===== config.mk =====
export PLATFORM = sky130hd
export DESIGN_NAME = handshake_rr_arbiter
export DESIGN_NICKNAME = d
export VERILOG_FILES = /design/src/rtl/handshake_rr_arbiter.sv
export SDC_FILE = /design/constraint.sdc
export NUM_CORES = 1
export LEC_CHECK = 0
export CAP_MARGIN = 10
export CORE_MARGIN = 5
export CORE_UTILIZATION = 39
export DETAILED_ROUTE_END_ITERATION = 16
export PLACE_DENSITY = 0.92
export SKIP_LAST_GASP = 1
export SLEW_MARGIN = 10
export SYNTH_ARGS = -nofsm -noshare
export SYNTH_HDL_FRONTEND = slang
export SYNTH_SLANG_ARGS = --single-unit

===== constraint.sdc =====
create_clock -name clk -period 2.9 [get_ports clk]
set_input_delay 0.29 -clock clk [delete_from_list [all_inputs] [get_ports clk]]
set_output_delay 0.29 -clock clk [all_outputs]
set_load 0.01 [all_outputs]

===== src/rtl/handshake_rr_arbiter.sv =====
// Round-robin arbiter merging NUM_INPUTS handshake channels into one registered output slot.
// The winner's data and index are forwarded, and priority rotates past each grant.
module handshake_rr_arbiter #(
  parameter int unsigned NUM_INPUTS  = 4,
  parameter int unsigned DATA_WIDTH  = 32,
  parameter int unsigned INDEX_WIDTH = 2
) (
  input  logic                             clk,
  input  logic                             rst,
  input  logic [NUM_INPUTS*DATA_WIDTH-1:0] ins,
  input  logic [NUM_INPUTS-1:0]            ins_valid,
  output logic [NUM_INPUTS-1:0]            ins_ready,
  output logic [DATA_WIDTH-1:0]            outs,
  output logic [INDEX_WIDTH-1:0]           index,
  output logic                             outs_valid,
  input  logic                             outs_ready
);

  typedef enum logic {EMPTY, FULL} slot_t;

  slot_t                  state, next_state;
  logic [INDEX_WIDTH-1:0] ptr;
  logic [INDEX_WIDTH-1:0] win;
  logic                   found;
  logic                   load;
  logic                   transfer;

  assign load     = (state == EMPTY) || outs_ready;
  assign transfer = found && load && rst;

  // Scan upward from ptr with wrap; the first valid requester wins.
  always_comb begin
    int unsigned idx;
    found = 1'b0;
    win   = '0;
    for (int unsigned k = 0; k < NUM_INPUTS; k++) begin
      idx = (32'(ptr) + k) % NUM_INPUTS;
      if (!found && ins_valid[idx]) begin
        found = 1'b1;
        win   = INDEX_WIDTH'(idx);
      end
    end
  end

  always_ff @(posedge clk or negedge rst) begin
    if (!rst) begin
      state <= EMPTY;
    end else begin
      state <= next_state;
    end
  end

  always_comb begin
    next_state = state;
    if (transfer) begin
      next_state = FULL;
    end else if (outs_ready) begin
      next_state = EMPTY;
    end
  end

  always_comb begin
    outs_valid = (state == FULL);
    ins_ready  = '0;
    if (transfer) begin
      ins_ready[win] = 1'b1;
    end
  end

  always_ff @(posedge clk or negedge rst) begin
    if (!rst) begin
      outs  <= '0;
      index <= '0;
      ptr   <= '0;
    end else if (transfer) begin
      outs  <= ins[32'(win)*DATA_WIDTH +: DATA_WIDTH];
      index <= win;
      // Explicit wrap keeps non-power-of-2 channel counts correct.
      ptr   <= (32'(win) == NUM_INPUTS - 1) ? '0 : win + 1'b1;
    end
  end

endmodule


Word-level counts from Yosys, hierarchy flattened --
Index checks and enable logic that the tools add are counted.
Cells by class: mux-type cells 22, reduce and logical (&&, ||, !) cells 11, bitwise logic cells 1, add/subtract/negate cells 4, $lt $le $gt $ge 6, shifts and indexed selects 1, equality and inequality tests 1
Operators with widths (count):
- $shiftx A128 B8 Y32 | 1
- $lt A2 B3 Y1 const B | 5
- $mux W1 | 11
- $mux W2 | 5
- $bmux W1 S2 | 4
- $logic_and A1 B1 Y1 | 6
- $add A2 B1 Y2 const B | 2
- $add A2 B2 Y2 const B | 2
- $mux W4 | 1
- $logic_not A1 Y1 | 3
- $demux W1 S2 | 1
- $eq A2 B2 Y1 const B | 1
- $ge A2 B1 Y1 const B | 1
- $reduce_bool A2 Y1 | 1
- $logic_or A1 B1 Y1 | 1
- $not A1 Y1 | 1
Storage, ports and cells: input port bits 135, output and inout bits 39, flip-flop bits (word level) 37

Depth between registers and ports, before layout --
Gate-level depths: netlist of run 1.
depth in word-level cells 17, depth in mapped cells 9, gate-level depth less buffers 6

Worst setup path before layout of run 1 --
Ideal clock, no wire load.
path kind register to output, start point register ptr[1], end point output port ins_ready[3], buffers on the path 3, required time 2610 ps, stages on the path, launching flop included 9, arrival time 1496 ps, path slack 1114 ps, cells stage by stage dfrtp_1 -> a21o_1 -> a21oi_1 -> o22a_1 -> buf_4 -> buf_8 -> buf_8 -> ha_1 -> and2_1
Between the ends: cells in the longest elaborated chain, start to end 17
RTL lines:
- from (decl) | line 22 | logic [INDEX_WIDTH-1:0] ptr;
- from (signal assigned) | line 79 | ptr <= (32'(win) == NUM_INPUTS - 1) ? '0 : win + 1'b1;
- branches (longest 16 deep; another with $lt A2 B3 Y1)
- $mux W4 * | line 65 | if (transfer) begin
- to (decl) | line 12 | output logic [NUM_INPUTS-1:0] ins_ready,
Mark *: on every way between the ends. The select of a mux whose other input is x is not followed.

Worst setup path after layout of run 1 --
start point input port ins_valid[1], end point output port ins_ready[3]
Between the ends: cells in the longest elaborated chain, start to end 17
RTL lines:
- from (decl) | line 11 | input logic [NUM_INPUTS-1:0] ins_valid,
- $bmux W1 S2 | line 38 | if (!found && ins_valid[idx]) begin
- $mux W1 (implied by the code) | line 38
- $mux W1 | line 38
- $logic_not A1 Y1 | line 38
- $logic_and A1 B1 Y1 | line 38
- $mux W1 | line 38
- $logic_not A1 Y1 | line 38
- $logic_and A1 B1 Y1 | line 38
- $mux W1 | line 38
- $logic_not A1 Y1 | line 38
- $logic_and A1 B1 Y1 | line 38
- $mux W2 | line 38
- $lt A2 B3 Y1 (implied by the code) / $ge A2 B1 Y1 (equally long branches) | line 66 | ins_ready[win] = 1'b1;
- $logic_and A1 B1 Y1 (implied by the code) | line 66
- $mux W1 (implied by the code) | line 66
- $demux W1 S2 | line 66
- $mux W4 * | line 65
Every way passes the cells marked *; elsewhere a longest branch is shown, timed or not. The select of a mux whose other input is x is not followed.

==> run_results.csv, run 1 <==
group,metric,value,unit
status,result_of_the_run,"finished, final reports clean",
worst_setup_path,critical-path-top-cell-by-count,"clkdlybuf4s50_1",
layout,area_growth_syn_to_layout,69.66,%
layout,final_layout_size_suffix_gt1_share,11.37,%
yosys,netlist.area_leader.share,36.56,%
worst_setup_path,critPathCaptureType,"output pin",
clock_network,clock_tree.root_cell,"clkbuf_8",
job,maxCapViolations,0,
clock_network,clock_tree_from_tritoncts,"done",
clock_network,cts_resized,0,
floorplanning,x_dimension_of_the_die,90.58,um
pwr,p_sw_share,35.70,%
pwr,p_leak,1.789,nW
pwr,power,2.757,mW
worst_setup_path,critical_path_arrival,2280,ps
worst_setup_path,critPathSlowestCell,"clkdlybuf4s50_1",
routing,dr.first_iter.drc_count,62,
routing,routed-via-count,2379,
timing,number_of_hold_slack_violations_in_the_final_timing_report,0,
timing,worstMarginPinSlew,560.8,ps
timing,timing.final.crit_share,88.77,%
pwr,clock_power_share,12.3,%
worst_setup_path,crit_required,2610,ps
worst_setup_path,timing.critical_path.cells,"clkdlybuf4s50_1 > or2b_1 > a21oi_1 > a211oi_1 > ha_1 > and2_1 > clkdlybuf4s50_1",
timing,finalWorstPathRequiredPeriod,2574,ps
routing,routed_wire_length_per_instance,17.45,um
yosys,register_area_share_after_synthesis,36.56,%
worst_setup_path,crit_path_start,"ins_valid[1]",
yosys,syn_nets,354,
routing,route.antenna.remaining_nets,0,
clock_network,total_number_of_clock_tree_sinks,37,
yosys,post_synth.cell_area_avg,11.62,um2
timing,timing.final.setup_violations,0,
clock_network,postCtsHoldBufs,0,
global_route,grt_first_pass_wirelength,13.01,mm
clock_network,clk_pin_slew_worst_paths,70,ps
yosys,synth-seq-cells,37,
yosys,synth_top_cell_by_area,"dfrtp_1",
yosys,synth.cell_area,2532,um2
pwr,vdd_ir_drop_max,0.0005149,V
pwr,power.density,641.6,nW/um2
global_route,grt_max_degree,38,
routing,routed_wl,8.098,mm
worst_setup_path,r2r_cells,6,
layout,finish.utilization,67.66,%
timing,achievable-frequency,388.5,MHz
global_route,antenna_found_initial,0,
placement,hpwlAfterDp,6.526,mm
clock_network,insertion_delay,280,ps
worst_setup_path,start_kind,"primary input",
worst_setup_path,critical_path.reg2reg.startpoint,"ptr[1]",
layout,design.final.nets,522,
placement,placement.io_buffers,173,
timing,setup_total_negative_slack,0,ps
clock_network,h-tree-depth,2,
min_path,timing.hold.worst.class,"primary input to async pin",
floorplanning,floorplan.initialDensity,39.88,%
floorplanning,ioPinCount,174,
worst_setup_path,crit-reg2reg-capture,"outs[31]",
yosys,synthesis.instances,218,
global_route,first_global_vias,2527,
yosys,synthTopCellsByArea,"dfrtp_1, mux2i_1, o221ai_2, nand2_1, buf_12",
placement,routability_driven_placement_congestion_ratio,0.8257,
layout,n_antenna_cell,0,
timing,worst_slew_margin_rel,62.61,%
clock_network,postCtsSetupRepairBufs,0,
pwr,comb_power_share,57.0,%
floorplanning,std_cell_rows,29,
floorplanning,core_area,6350,um2
worst_setup_path,critPathMaxStageDelay,550,ps
pwr,internal_power,1.773,mW
worst_setup_path,critical_path_class,"primary input to output pin",
worst_setup_path,worst-path-max-fanout,5,
routing,detail_route.drc_violations,0,
pwr,switchingPower,984.2,uW
timing,final_max_slew_viol_count,0,
pwr,portion_of_total_power_attributed_to_sequential_cells,30.7,%
clock_network,cts_made_buffers,5,
timing,rsz_0062_raised_after_global_routing,"no",
clock_network,cts-root-to-sink-buffers,2,
global_route,grt_util_all_layers,19.39,%
worst_setup_path,r2r_slack,740,ps
timing,clock_tree_skew_after_final_layout,6.597,ps
floorplanning,die_h,90.58,um
routing,mean_number_of_vias_per_cell,5.127,
yosys,yosysUniqueCellTypes,28,
global_route,grt-ovfl-total,0,
yosys,synthesis.yosys.warnings,0,
floorplanning,die_area,8205,um2
routing,drt_first_pass_iters,4,
cell usage in the layout (no fill, tap or decap):
master / n
nand2b_1: 3
a21o_1: 1
and2b_1: 1
nor2_1: 4
nand2_1: 39
o22a_4: 1
o221ai_2: 28
buf_4: 7
ha_1: 1
a21boi_0: 1
and2_1: 1
or2b_1: 1
a211oi_1: 1
o22ai_1: 1
dfrtp_1: 37
o41ai_1: 1
nand2b_2: 1
mux2i_1: 64
clkbuf_8: 5
clkbuf_1: 3
o21ai_0: 1
clkdlybuf4s50_1: 172
o221ai_1: 4
inv_1: 4
buf_2: 1
a21oi_1: 3
nand2_2: 1
worst max-delay path: cells and delay by family:
| kind | cells | cell delay [ps] |
|---|---|---|
| adders and majority gates | 1 | 210 |
| and+or+nand+nor | 2 | 250 |
| buffers and inverters | 2 | 1080 |
| AOI/OAI and AO/OA | 2 | 450 |
cell families after synthesis:
| kind of cell | synth area share (%) |
|---|---|
| multiplexers | 25.30 |
| AND/OR/NAND/NOR | 8.449 |
| AO/OA/AOI/OAI | 20.60 |
| flip-flops | 36.56 |
| buffers and inverters | 8.596 |
| adder cells (fa/ha/maj) | 0.4940 |
area by class of cell:
type                    instances  area, um2
well taps                      77      96.34
fillers                       508       2053
multi-input cells             158       1400
repair buffers                180       1779
inverters                       4      15.01
flip-flops and latches         37      925.9
clock buffers                   8      80.08
state kept, by name (all words and copies together), names as in the netlist:
signal / count
outs: 32
ptr: 2
outs_valid: 1
index: 2
synth_stat cells (all sizes together):
master / number
a211oi: 1
inv: 4
o41ai: 1
nand2: 40
o22a: 1
a21o: 1
o221ai: 32
dfrtp: 37
clkbuf: 4
or2b: 1
nand2b: 4
o21ai: 1
nor2: 4
and2: 1
a21boi: 1
a21oi: 3
buf: 15
o22ai: 1
and2b: 1
ha: 1
mux2i: 64
how the worst max path moves through the flow:
stage / cells after the start / slack [ps] / end
after global placement: 7 / 380 / ins_ready[3]
after CTS: 7 / 330 / ins_ready[3]
final: 7 / 330 / ins_ready[3]
after global routing: 7 / 220 / ins_ready[3]
after floorplan: 8 / 1110 / ins_ready[3]
after detailed placement: 7 / 340 / ins_ready[3]
metrics by stage:
stage / std cells / instance area (um2) / setup WS, ps / hold WS, ps
after floorplan: 218 / 2532 / 1114 / -5.591
after global placement: 456 / 4217 / 384.4 / 402.0
after global routing: 464 / 4297 / 223.9 / 129.6
after detailed placement: 456 / 4217 / 339.5 / 398.1
final: 464 / 4297 / 325.8 / 83.09
after CTS: 464 / 4297 / 327.8 / 92.09
power groups by stage:
stage	clock network [mW]	registers (mW)	logic (mW)
after CTS	0.353	0.846	1.60
after global placement	0	0.840	1.56
after global routing	0.374	0.872	1.69
final	0.338	0.846	1.57
after detailed placement	0	0.853	1.60
after floorplan	0	0.931	0.830
routing by layer:
| metal | part of all wire [%] | up-vias | track usage (%) |
|---|---|---|---|
| met5 | 0 | - | 0 |
| met1 | 38 | 1128 | 22.38 |
| met4 | 1.2 | 0 | 3.846 |
| li1 | - | 1149 | - |
| met3 | 6.9 | 10 | 5.833 |
| met2 | 54 | 92 | 35.17 |
No activity file was read; power rests on OpenSTA's default activity.
==> run 2: changes to the inputs <==
--- a/config.mk
+++ b/config.mk
@@ -6,12 +6,14 @@
 export NUM_CORES = 1
 export LEC_CHECK = 0
 export CAP_MARGIN = 10
+export CELL_PAD_IN_SITES_DETAIL_PLACEMENT = 0
+export CELL_PAD_IN_SITES_GLOBAL_PLACEMENT = 1
 export CORE_MARGIN = 5
-export CORE_UTILIZATION = 39
+export CORE_UTILIZATION = 28
+export CTS_BUF_LIST = sky130_fd_sc_hd__clkbuf_8 sky130_fd_sc_hd__clkbuf_16
 export DETAILED_ROUTE_END_ITERATION = 16
-export PLACE_DENSITY = 0.92
+export PLACE_DENSITY = 0.91
 export SKIP_LAST_GASP = 1
-export SLEW_MARGIN = 10
 export SYNTH_ARGS = -nofsm -noshare
 export SYNTH_HDL_FRONTEND = slang
 export SYNTH_SLANG_ARGS = --single-unit
==> run 2 against run 1 <==
Net effect:
- sequential power is 0.9% lower
- utilization fell by 18 points
- fmax hardly changed
- die area rose by 35%
- worst setup slack improved by 1.1 ps
- first-iteration DRC count is 3.2% higher
- highest routed layer unchanged
- cell area grew 1.5%
- routed wire length up 2.9%
- combinational power is essentially flat
==> run_results.csv, run 2 (synthesis gave the netlist of run 1 again) <==
group,metric,value,unit
global_route,grt_first_pass_wirelength,13.54,mm
global_route,grt_max_degree,41,
timing,achievable-frequency,388.6,MHz
worst_setup_path,r2r_cells,6,
routing,dr.first_iter.drc_count,64,
timing,rsz_0062_raised_after_global_routing,"no",
clock_network,cts_resized,0,
clock_network,clock_tree_from_tritoncts,"done",
floorplanning,die_h,105.1,um
clock_network,h-tree-depth,2,
job,maxCapViolations,0,
floorplanning,core_area,8763,um2
global_route,gr-usage-met2,26.26,%
clock_network,postCtsHoldBufs,0,
floorplanning,ioPinCount,174,
worst_setup_path,critical-path-top-cell-by-count,"clkdlybuf4s50_1",
routing,detail_route.drc_violations,0,
global_route,grt_util_all_layers,14.97,%
global_route,global_route.usage.met1,17.29,%
routing,drt_first_pass_iters,4,
clock_network,cts-root-to-sink-buffers,2,
worst_setup_path,cp_top_family,"buffers and inverters",
layout,n_antenna_cell,0,
clock_network,cts_made_buffers,5,
routing,routed_wl,8.332,mm
pwr,power.density,634.9,nW/um2
worst_setup_path,cp.buffers_inverters,3,
clock_network,postCtsSetupRepairBufs,0,
layout,largest_registers,"outs: 32 flops, index: 2 flops, ptr: 2 flops",
worst_setup_path,critPathMaxStageDelay,490,ps
timing,setup_total_negative_slack,0,ps
worst_setup_path,start_kind,"primary input",
layout,largest_register_ff_count,32,
worst_setup_path,critPathCaptureType,"output pin",
layout,max_flop_register,"outs",
layout,area_growth_syn_to_layout,72.28,%
worst_setup_path,timing.critical_path.cells,"clkdlybuf4s50_1 > a21o_1 > a21oi_1 > o22a_4 > buf_4 > nor2_1 > clkdlybuf4s50_1",
placement,hpwlAfterDp,6.637,mm
layout,finish.utilization,49.79,%
worst_setup_path,r2r_slack,960,ps
worst_setup_path,critical_path.reg2reg.startpoint,"ptr[1]",
timing,final_max_slew_viol_count,0,
timing,clock_tree_skew_after_final_layout,9.972,ps
global_route,grt-ovfl-total,0,
routing,mean_number_of_vias_per_cell,4.797,
clock_network,clock_tree.root_cell,"clkbuf_8",
floorplanning,floorplan.initialDensity,28.90,%
timing,timing.final.setup_violations,0,
layout,nFillCells,826,
min_path,timing.hold.worst.class,"primary input to async pin",
routing,routed_wire_length_per_instance,16.76,um
clock_network,clk_pin_slew_worst_paths,80,ps
worst_setup_path,critPathSlowestCell,"clkdlybuf4s50_1",
layout,design.final.nets,524,
layout,mostFrequentLayoutCell,"clkdlybuf4s50_1",
floorplanning,std_cell_rows,34,
routing,routed-via-count,2384,
global_route,first_global_vias,2665,
pwr,vdd_ir_drop_max,0.0003527,V
layout,final_layout_size_suffix_gt1_share,11.83,%
worst_setup_path,worst-path-max-fanout,18,
timing,worstMarginPinSlew,546.8,ps
timing,number_of_hold_slack_violations_in_the_final_timing_report,0,
clock_network,total_number_of_clock_tree_sinks,37,
timing,worst_slew_margin_rel,63.55,%
routing,route.antenna.remaining_nets,0,
placement,routability_driven_placement_congestion_ratio,0.7478,
floorplanning,die_area,11050,um2
floorplanning,x_dimension_of_the_die,105.1,um
worst_setup_path,crit_required,2610,ps
layout,layout.cells.most_common_list,"clkdlybuf4s50_1, mux2i_1, nand2_1, dfrtp_1, o221ai_2",
worst_setup_path,critical_path_class,"primary input to output pin",
global_route,antenna_found_initial,0,
clock_network,insertion_delay,290,ps
pwr,p_leak,1.815,nW
pwr,power,2.770,mW
global_route,grt_use_met3,5.364,%
timing,timing.final.crit_share,88.73,%
worst_setup_path,critical_path_arrival,2280,ps
worst_setup_path,crit-reg2reg-capture,"outs[22]",
placement,placement.io_buffers,173,
status,result_of_the_run,"finished, final reports clean",
timing,finalWorstPathRequiredPeriod,2573,ps
global_route,gr-max-usage-layer,"met2",
==> run 2: cell types whose count changed in the layout (fill, tap and decap cells not counted) <==
cell,before,now
clkbuf_1,3,0
buf_4,7,8
inv_1,4,7
buf_12,0,1
==> run 2: worst max path at each step <==
stage | from | end | slack (ps) | depth (start not counted)
final | ins_valid[0] | ins_ready[1] | 330 | 7
after detailed placement | ins_valid[0] | ins_ready[1] | 330 | 7
after CTS | ins_valid[0] | ins_ready[1] | 330 | 7
after floorplan | ptr[1] | ins_ready[3] | 1110 | 8
after global placement | ins_valid[1] | ins_ready[3] | 360 | 7
after global routing | ins_valid[3] | ins_ready[0] | 190 | 6
==> run 2: cell type report <==
type / instances / area (um2) / share of cell area (%)
Timing Repair Buffer: 182 / 1807 / 41.41
Multi-Input combinational cell: 158 / 1400 / 32.09
Tap cell: 108 / 135.1 / 3.097
Sequential cell: 37 / 925.9 / 21.22
Clock inverter: 3 / 11.26 / 0.2581
Inverter: 4 / 15.01 / 0.3441
Clock buffer: 5 / 68.82 / 1.577
==> run 2: metal layers <==
metal / wire length, um / part of all wire (%)
met1: 3244 / 39
met2: 4299 / 52
met3: 696 / 8.4
met4: 92 / 1.1
met5: 0 / 0
==> run 2: where the power goes <==
group | leakage (nW) | switching [mW] | internal (mW)
Clock | 0.0519 | 0.176 | 0.160
Combinational | 1.31 | 0.696 | 0.899
Sequential | 0.454 | 0.117 | 0.721
Total | 1.82 | 0.989 | 1.78
==> run 2: through the flow <==
stage	instance area, um2	std cells	hold slack (ps)	worst slack [ps]
after floorplan	2532	218	-5.591	1114
after global placement	4283	489	395.7	364.7
after detailed placement	4283	489	405.0	332.5
after CTS	4363	497	83.50	325.3
after global routing	4363	497	94.26	192.8
final	4363	497	66.43	326.8
==> run 3: changes to the inputs <==
--- a/config.mk
+++ b/config.mk
@@ -14,6 +14,7 @@
 export DETAILED_ROUTE_END_ITERATION = 16
 export PLACE_DENSITY = 0.91
 export SKIP_LAST_GASP = 1
+export SLEW_MARGIN = 20
 export SYNTH_ARGS = -nofsm -noshare
 export SYNTH_HDL_FRONTEND = slang
 export SYNTH_SLANG_ARGS = --single-unit
==> results of run 3 <==
Final layout, timing and power as in run 2 (identical DEF).
